<file path="src/rtl/mem_port_arbiter.sv">
// Two-master round-robin arbiter in front of a single Dcache port.
// One transaction in flight; loads may time out in WAIT.
module mem_port_arbiter #(
  parameter int unsigned TIMEOUT = 255
) (
  input  logic        clk,
  input  logic        rst_n,
  input  logic        m0_req_i,
  input  logic        m0_rw_i,
  input  logic [31:0] m0_addr_i,
  input  logic [1:0]  m0_width_i,
  input  logic [31:0] m0_wdata_i,
  output logic        m0_gnt_o,
  output logic        m0_done_o,
  output logic [31:0] m0_rdata_o,
  input  logic        m1_req_i,
  input  logic        m1_rw_i,
  input  logic [31:0] m1_addr_i,
  input  logic [1:0]  m1_width_i,
  input  logic [31:0] m1_wdata_i,
  output logic        m1_gnt_o,
  output logic        m1_done_o,
  output logic [31:0] m1_rdata_o,
  output logic        d_req_o,
  output logic        d_rw_o,
  output logic [31:0] d_addr_o,
  output logic [1:0]  d_width_o,
  output logic [31:0] d_wdata_o,
  input  logic        d_ready_i,
  input  logic        d_rvalid_i,
  input  logic [31:0] d_rdata_i,
  output logic        busy_o,
  output logic        err_o
);

  typedef enum logic [1:0] {
    IDLE = 2'd0,
    REQ  = 2'd1,
    WAIT = 2'd2
  } state_t;

  localparam logic [7:0] TMO_LAST = 8'(TIMEOUT - 1);

  state_t      state_q;
  state_t      state_d;
  logic        ptr_q;
  logic        own_q;
  logic [7:0]  cnt_q;
  logic        gnt0;
  logic        gnt1;
  logic        take;
  logic        accept;
  logic        rx;
  logic        tmo;
  logic        done_ev;

  // ptr_q names the last-granted master; on contention the other one wins
  always_comb begin
    gnt0 = 1'b0;
    gnt1 = 1'b0;
    if (state_q == IDLE) begin
      unique case (1'b1)
        m0_req_i && !m1_req_i: gnt0 = 1'b1;
        !m0_req_i && m1_req_i: gnt1 = 1'b1;
        m0_req_i && m1_req_i: begin
          gnt0 = ptr_q;
          gnt1 = !ptr_q;
        end
        default: ;
      endcase
    end
  end

  assign m0_gnt_o = gnt0;
  assign m1_gnt_o = gnt1;
  assign busy_o   = (state_q != IDLE);

  assign take    = gnt0 | gnt1;
  assign accept  = (state_q == REQ) && d_ready_i;
  assign rx      = (state_q == WAIT) && d_rvalid_i;
  assign tmo     = (state_q == WAIT) && !d_rvalid_i
                   && (cnt_q == TMO_LAST);
  assign done_ev = (accept && d_rw_o) | rx | tmo;

  always_comb begin
    state_d = state_q;
    unique case (state_q)
      IDLE: if (take) state_d = REQ;
      REQ:  if (d_ready_i) state_d = d_rw_o ? IDLE : WAIT;
      WAIT: if (rx || tmo) state_d = IDLE;
      default: state_d = IDLE;
    endcase
  end

  always_ff @(posedge clk or posedge rst_n) begin
    if (rst_n) state_q <= IDLE;
    else       state_q <= state_d;
  end

  always_ff @(posedge clk or posedge rst_n) begin
    if (rst_n) begin
      ptr_q      <= 1'b1;
      own_q      <= 1'b0;
      cnt_q      <= '0;
      d_req_o    <= 1'b0;
      d_rw_o     <= 1'b0;
      d_addr_o   <= '0;
      d_width_o  <= '0;
      d_wdata_o  <= '0;
      m0_done_o  <= 1'b0;
      m1_done_o  <= 1'b0;
      m0_rdata_o <= '0;
      m1_rdata_o <= '0;
      err_o      <= 1'b0;
    end else begin
      m0_done_o <= 1'b0;
      m1_done_o <= 1'b0;
      err_o     <= tmo;
      if (take) begin
        d_req_o   <= 1'b1;
        d_rw_o    <= gnt1 ? m1_rw_i    : m0_rw_i;
        d_addr_o  <= gnt1 ? m1_addr_i  : m0_addr_i;
        d_width_o <= gnt1 ? m1_width_i : m0_width_i;
        d_wdata_o <= gnt1 ? m1_wdata_i : m0_wdata_i;
        own_q     <= gnt1;
        ptr_q     <= gnt1;
      end
      if (accept) begin
        d_req_o <= 1'b0;
        cnt_q   <= '0;
      end else if (state_q == WAIT) begin
        cnt_q <= (rx || tmo) ? 8'd0 : cnt_q + 8'd1;
      end
      if (done_ev) begin
        m0_done_o <= !own_q;
        m1_done_o <= own_q;
      end
      // a timed-out load returns zero data
      if (rx || tmo) begin
        if (own_q) m1_rdata_o <= rx ? d_rdata_i : 32'd0;
        else       m0_rdata_o <= rx ? d_rdata_i : 32'd0;
      end
    end
  end

endmodule

</file>
<file path="config.mk">
export PLATFORM = sky130hd
export DESIGN_NAME = mem_port_arbiter
export DESIGN_NICKNAME = d
export VERILOG_FILES = /design/src/rtl/mem_port_arbiter.sv
export SDC_FILE = /design/constraint.sdc
export NUM_CORES = 1
export LEC_CHECK = 0
export ABC_AREA = 1
export CAP_MARGIN = 5
export CORE_ASPECT_RATIO = 0.7
export CORE_MARGIN = 4
export CORE_UTILIZATION = 40
export CTS_BUF_LIST = sky130_fd_sc_hd__clkbuf_8
export DETAILED_ROUTE_END_ITERATION = 10
export PLACE_DENSITY = 0.77
export SETUP_SLACK_MARGIN = 0.02
export SYNTH_ARGS = -nofsm -noshare
export SYNTH_HDL_FRONTEND = slang
export SYNTH_SLANG_ARGS = --single-unit
</file>
<file path="constraint.sdc">
create_clock -name clk -period 6.7 [get_ports clk]
set_input_delay 1.34 -clock clk [delete_from_list [all_inputs] [get_ports clk]]
set_output_delay 1.34 -clock clk [all_outputs]
set_load 0.05 [all_outputs]
</file>
==> metrics.md <==
| Metric | Value |
|---|---|
| I/O pins | `310` |
| Cell internal pwr | `2.66 mW` |
| Worst-margin pin slew | `roughly 1000 ps` |
| Clock-pin slew on the worst setup and hold paths | `90 ps` |
| Post-route antenna net violation count | `0` |
| Multi-input logic area | `0.00250 mm^2` |
| P&R area growth vs syn | `51.8%` |
| Die area | `0.0194 mm^2` |
| Fin crit period | `4730 ps` |
| Syn_nets | `1051` |
| DP Cell Count | `~1400` |
| Worst-case clock skew | `17.4 ps` |
| Asr flop ratio synth | `100%` |
| Hold Path Class | `reg -> reg` |
| Number of enable flip-flop cells after synthesis | `0` |
| Worst Setup SP | `m0_req_i` |
| Cells after Synth | `about 880` |
| Register area | `between 0.003 and 0.004 mm^2` |
| Syn avg cell area | `7.85 um^2` |
| R2r endpoint | `d_wdata_o[3]$_DFFE_PP0P_` |
| Cell Area, Synth | `just under 0.007 mm^2` |
| Layout net count | `1339` |
| Crit path kind | `in -> out` |
| CTS max path bufs | `2` |
| Placer Congestion | `0.822` |
| CTS buffer count | `17` |
| Yosys reg bits | `147` |
| Worst vdd ir | `0.270 mV` |
| Filler cell count | `1431` |
| Rows | `39` |
| Clock sinks | `roughly 150` |
| Part of the power in registers | `27.5%` |
| Worst Setup EP | `m1_gnt_o` |
| P_leak | `5.22 nW` |
| Combinational share of power | `between 50% and 60%` |
| Ratio of cells with drive above 1 in the final layout | `about 6.7%` |
| Cell depth of the worst flop-to-flop path | `8` |
| Initial antenna violation count | `3` |
| Largest fanout on the critical path | `46` |
| Post-CTS setup buffers | `0` |
| Slew Viols, Final | `0` |
| First-pass GRT wire length | `35500 um` |
| Clk_lat worst skew | `450 ps` |
| Top_reg_cell synth | `dfrtp_1` |
| Hold Buf Count CTS | `0` |
| Reg-to-Reg Start | `state_q[0]$_DFFE_PP0P_` |
| P_sw | `2.90 mW` |
| Gr ovfl total | `0` |
| Remaining DRCs | `0` |
| Die Y | `118 um` |
| Vias in the first global route | `6399` |
| Worst EP required | `approximately 5400 ps` |
| WL/cell | `~16 um` |
| Worst EP arrival | `3390 ps` |
| Die X | `165 um` |
| Area leader, netlist | `dfrtp_1` |
| Htree depth | `4` |
| Max frequency | `211 MHz` |
| Netlist cell types | `28` |
| Worst Setup End Kind | `output port` |
| I/O Buffers | `309` |
| Core Box Area | `0.0166 mm^2` |
| Root Buffer | `clkbuf_8` |
| Most frequent CP cell | `clkdlybuf4s50_1` |
| Max cap viols | `0` |
| Via-per-instance ratio | `approximately 4.6` |
| Status | `completed` |
| Clock power frac | `12.8%` |
| Detailed-route wire length | `22800 um` |
| Sequential area share after synthesis | `53.5%` |
| Switching part of the total | `52.1%` |
| Most numerous cell in the Yosys netlist | `nand2_1` |
| Final Instance Count excl. Fillers | `between 1000 and 1500` |
| Largest cells by area after synthesis | `dfrtp_1 53%, nand2_1 18%, o21ai_0 7.9%` |
| Post-CTS sizing | `0` |
| CP Cell Sequence | `clkdlybuf4s50_1, nand2_1, nand3_4, inv_1, clkdlybuf4s50_1` |
| Final setup violation count | `0` |
| Period utilization | `a little over two thirds` |
| Syn. warnings | `0` |
| Reg2reg setup slack | `3920 ps` |
| DRT Pass-1 Iters | `5` |
| GRT Overall Usage | `a little under a quarter` |
| Power Density | `532 mW/mm^2` |
| Starting DRT DRC Count | `427` |
| CP peak stage delay | `just over 800 ps` |
| Fin. Hold Viols | `0` |
| Unrepaired setup endpoints after global routing | `false` |
| Slowest-stage cell, CP | `clkdlybuf4s50_1` |
| TNS Setup | `0 ps` |
| CTS tree | `built` |
| Via count | `around 6500` |
| Largest net degree at the start of global routing | `105` |
| Initial core utilization | `41.5%` |
| DP Wirelength | `about 17000 um` |
| Startpoint types | `input port` |
| Post-synth top area share | `53.1%` |
| Rel. slew slack | `33.4%` |
| Commonest cells in the netlist | `324 x nand2_1, 146 x dfrtp_1, 114 x inv_1, 109 x o21ai_0, 44 x nor2_1` |
==> layer usage <==
layer | vias to the layer above | share of wire, % | GRT usage [%]
met2 | 222 | 48 | 37.8
met1 | 3030 | 42 | 30.1
met5 | - | 0 | 0
met3 | 35 | 7.6 | 6.83
met4 | 0 | 2.4 | 8.00
li1 | 3248 | - | -
==> power groups by stage <==
stage | combinational, mW | clock (mW) | sequential (mW)
2_1_floorplan | 0.875 | 0 | 2.85
3_3_place_gp | 3.29 | 0 | 1.53
3_5_place_dp | 3.34 | 0 | 1.54
4_1_cts | 3.35 | 0.731 | 1.53
5_1_grt | 3.54 | 0.768 | 1.58
6_report | 3.32 | 0.710 | 1.53
==> metrics by stage <==
stage	cell area [um^2]	hold slack [ps]	worst slack, ps	util (%)	power [mW]
finish	10400	477	1970	63.0	5.56
global route	10400	500	1830	63.0	5.89
CTS	10400	478	1950	62.9	5.61
detailed placement	10000	457	1970	60.5	4.88
global placement	10000	453	2010	60.5	4.82
floorplan	6880	483	1410	-	3.72
==> final cells by class <==
| cell class | instances | area share (%) |
|---|---|---|
| Timing Repair Buffer | 315 | 30.0 |
| Clock inverter | 14 | 1.45 |
| Antenna cell | 3 | 0.0719 |
| Inverter | 117 | 4.25 |
| Tap cell | 225 | 2.69 |
| Sequential cell | 147 | 35.2 |
| Multi-Input combinational cell | 567 | 23.9 |
| Clock buffer | 18 | 2.37 |
==> critical path, delay by kind of cell <==
kind | cells | cell delay (ps)
simple gates | 2 | 540
buf+inv | 3 | 1510
==> logic make-up after synthesis <==
logic type | share of synthesized area (%)
simple gates | 24.7
buf+inv | 10.3
compound gates | 10.7
fa+ha+maj | 0.364
xor+xnor | 0.382
flops | 53.5
==> registers in the layout, indices dropped and copies added (netlist names) <==
name / count
d_addr_o: 32
d_wdata_o: 32
m0_rdata_o: 32
m1_rdata_o: 32
cnt_q: 8
d_width_o: 2
state_q: 2
d_req_o: 1
d_rw_o: 1
err_o: 1
m0_done_o: 1
m1_done_o: 1
own_q: 1
ptr_q: 1
==> worst min-delay path by stage <==
stage	startpoint	end	cells past startpoint
floorplan	ptr_q$_DFFE_PP1P_	ptr_q$_DFFE_PP1P_	2
global placement	m0_rdata_o[5]$_DFFE_PP0P_	m0_rdata_o[5]$_DFFE_PP0P_	2
detailed placement	m1_rdata_o[5]$_DFFE_PP0P_	m1_rdata_o[5]$_DFFE_PP0P_	2
CTS	m1_rdata_o[5]$_DFFE_PP0P_	m1_rdata_o[5]$_DFFE_PP0P_	2
global route	m1_rdata_o[11]$_DFFE_PP0P_	m1_rdata_o[11]$_DFFE_PP0P_	2
finish	m0_rdata_o[5]$_DFFE_PP0P_	m0_rdata_o[5]$_DFFE_PP0P_	2
==> layout by cell type, fill, tap and decap left out, drive strengths merged, types with 3 or more instances in the layout <==
cell type	instances
clkbuf	18
dfrtp	146
nor2	45
diode	3
clkinv	3
buf	6
nand2	359
clkinvlp	4
inv	122
nand3	8
o21ai	143
clkdlybuf4s50	309
Power figures use the tool's default switching activity.
==> edit (same flow settings) <==
Encoding of `state_t`: now one-hot (3 bits for 3 states).
--- a/src/rtl/mem_port_arbiter.sv
+++ b/src/rtl/mem_port_arbiter.sv
@@ -33,10 +33,10 @@
   output logic        err_o
 );
 
-  typedef enum logic [1:0] {
-    IDLE = 2'd0,
-    REQ  = 2'd1,
-    WAIT = 2'd2
+  typedef enum logic [2:0] {
+    IDLE = 3'b001,
+    REQ  = 3'b010,
+    WAIT = 3'b100
   } state_t;
 
   localparam logic [7:0] TMO_LAST = 8'(TIMEOUT - 1);
Function: same outputs for any inputs over 4 cycles, from zero or initial values and one cycle with rst_n high; so few cycles prove little.
==> edit against the unedited design <==
Cell area grew 0.74%; global-route usage is 1.3 points lower; power fell by 7.8%; setup slack improved by 0.31 ns; critical path depth is the same; sequential cell count is 1 higher; area after synthesis barely moved; highest routed layer unchanged; wire length shrank 5.3%; synthesized cell count rose by 8.8%; cell count rose by 5.7%.
==> edit: results (changes against the unedited design) <==
Outcome
  • Outcome: finished, final reports clean

Pwr
  • Total power: 0.005125 W (-7.8%)
  • Logic pwr share: 57.9% (-1.8 points)
  • Leak: 5.482 nW (+5.1%)
  • Sw Pwr: 0.002621 W (-9.6%)
  • Clock group: 0.000708 W (about the same)

Logic synthesis
  • Post-Synth Adder-Cell Area: 0.3634% (about the same)
  • Distinct cells, synth: 24 (-14%)
  • Mapped Cells: 954 (+8.8%)
  • Synth Area in XOR/XNOR: 0.5088% (+0.13 points)
  • Seq/Total Area, Yosys: 53.83% (+0.35 points)
  • Post-synthesis compound-gate area fraction: 1.090% (-9.6 points)

Worst setup path
  • Reg2reg path depth: 9 (+1)
  • Critical path peak fanout: 3 (-93%)
  • End of the worst register-to-register path: d_addr_o[9]$_DFFE_PP0P_
  • Worst reg2reg startpoint: state_q[0]$_DFFE_PP1P_
  • CP Launch Point: m1_req_i
  • Data arrival, critical path: 3.08 ns (-0.31 ns)
  • Max incr delay on CP: 0.86 ns (+0.04 ns)

Layout
  • Proportion of layout cells with a drive suffix above 1: 4.124% (-2.6 points)
  • # nets final: 1422 (+6.2%)
  • Ant diodes: 0 (-3)

STA
  • Worst Hold Slack: 0.4753 ns (-0.002035 ns)
  • Tightest Pin Transition: 0.9805 ns (-0.01763 ns)

GRT
  • Global Route Usage Sum: 22.11% (-1.3 points)
  • First-pass GRT wire length: 34.18 mm (-3.7%)
  • Initial antenna violation count: 0 (-3)

Detailed routing
  • WL met1: 9.341 mm (-1.4%)
  • Met2 wire length: 9.945 mm (-10%)
  • Met3 wire len: 1.845 mm (+6.9%)
  • Vias: 6701 (+2.5%)

Placement
  • Setup WS pre-CTS: 2.243 ns (+0.2779 ns)
  • Post-DP HPWL: 15.39 mm (-7.0%)

Hold path
  • Hold path startpoint: m1_rdata_o[30]$_DFFE_PP0P_
  • Worst Hold End: m1_rdata_o[30]$_DFFE_PP0P_
edit: changes by cell type in the layout (fill, tap and decap cells not counted), moves of 2 or more:
cell | before | now
o21bai_1 | 2 | 0
diode_2 | 3 | 0
o21ai_0 | 109 | 8
buf_4 | 6 | 10
nand3_4 | 2 | 0
o21ai_1 | 34 | 0
nand2_2 | 34 | 0
o22ai_1 | 0 | 3
nand2_1 | 324 | 633
clkinv_4 | 1 | 3
inv_1 | 114 | 49
edit: tightest hold or removal path, delay by kind of cell (launching register included):
family	cells	cell delay [ns]
DFF	1	0.35
and+or+nand+nor	2	0.10
edit: final cells by class:
cell class,count,area [µm²]
Clock buffer,18,247.7
Timing Repair Buffer,319,3168
Multi-Input combinational cell,709,2765
Inverter,53,203.9
Tap cell,225,281.5
Clock inverter,14,152.6
Fill cell,1500,6066
Sequential cell,148,3706
edit: layer usage:
metal	GRT usage, %	vias up
li1	-	3406
met1	28.45	3039
met3	7.525	32
met5	0	-
met4	6.909	0
met2	35.18	224
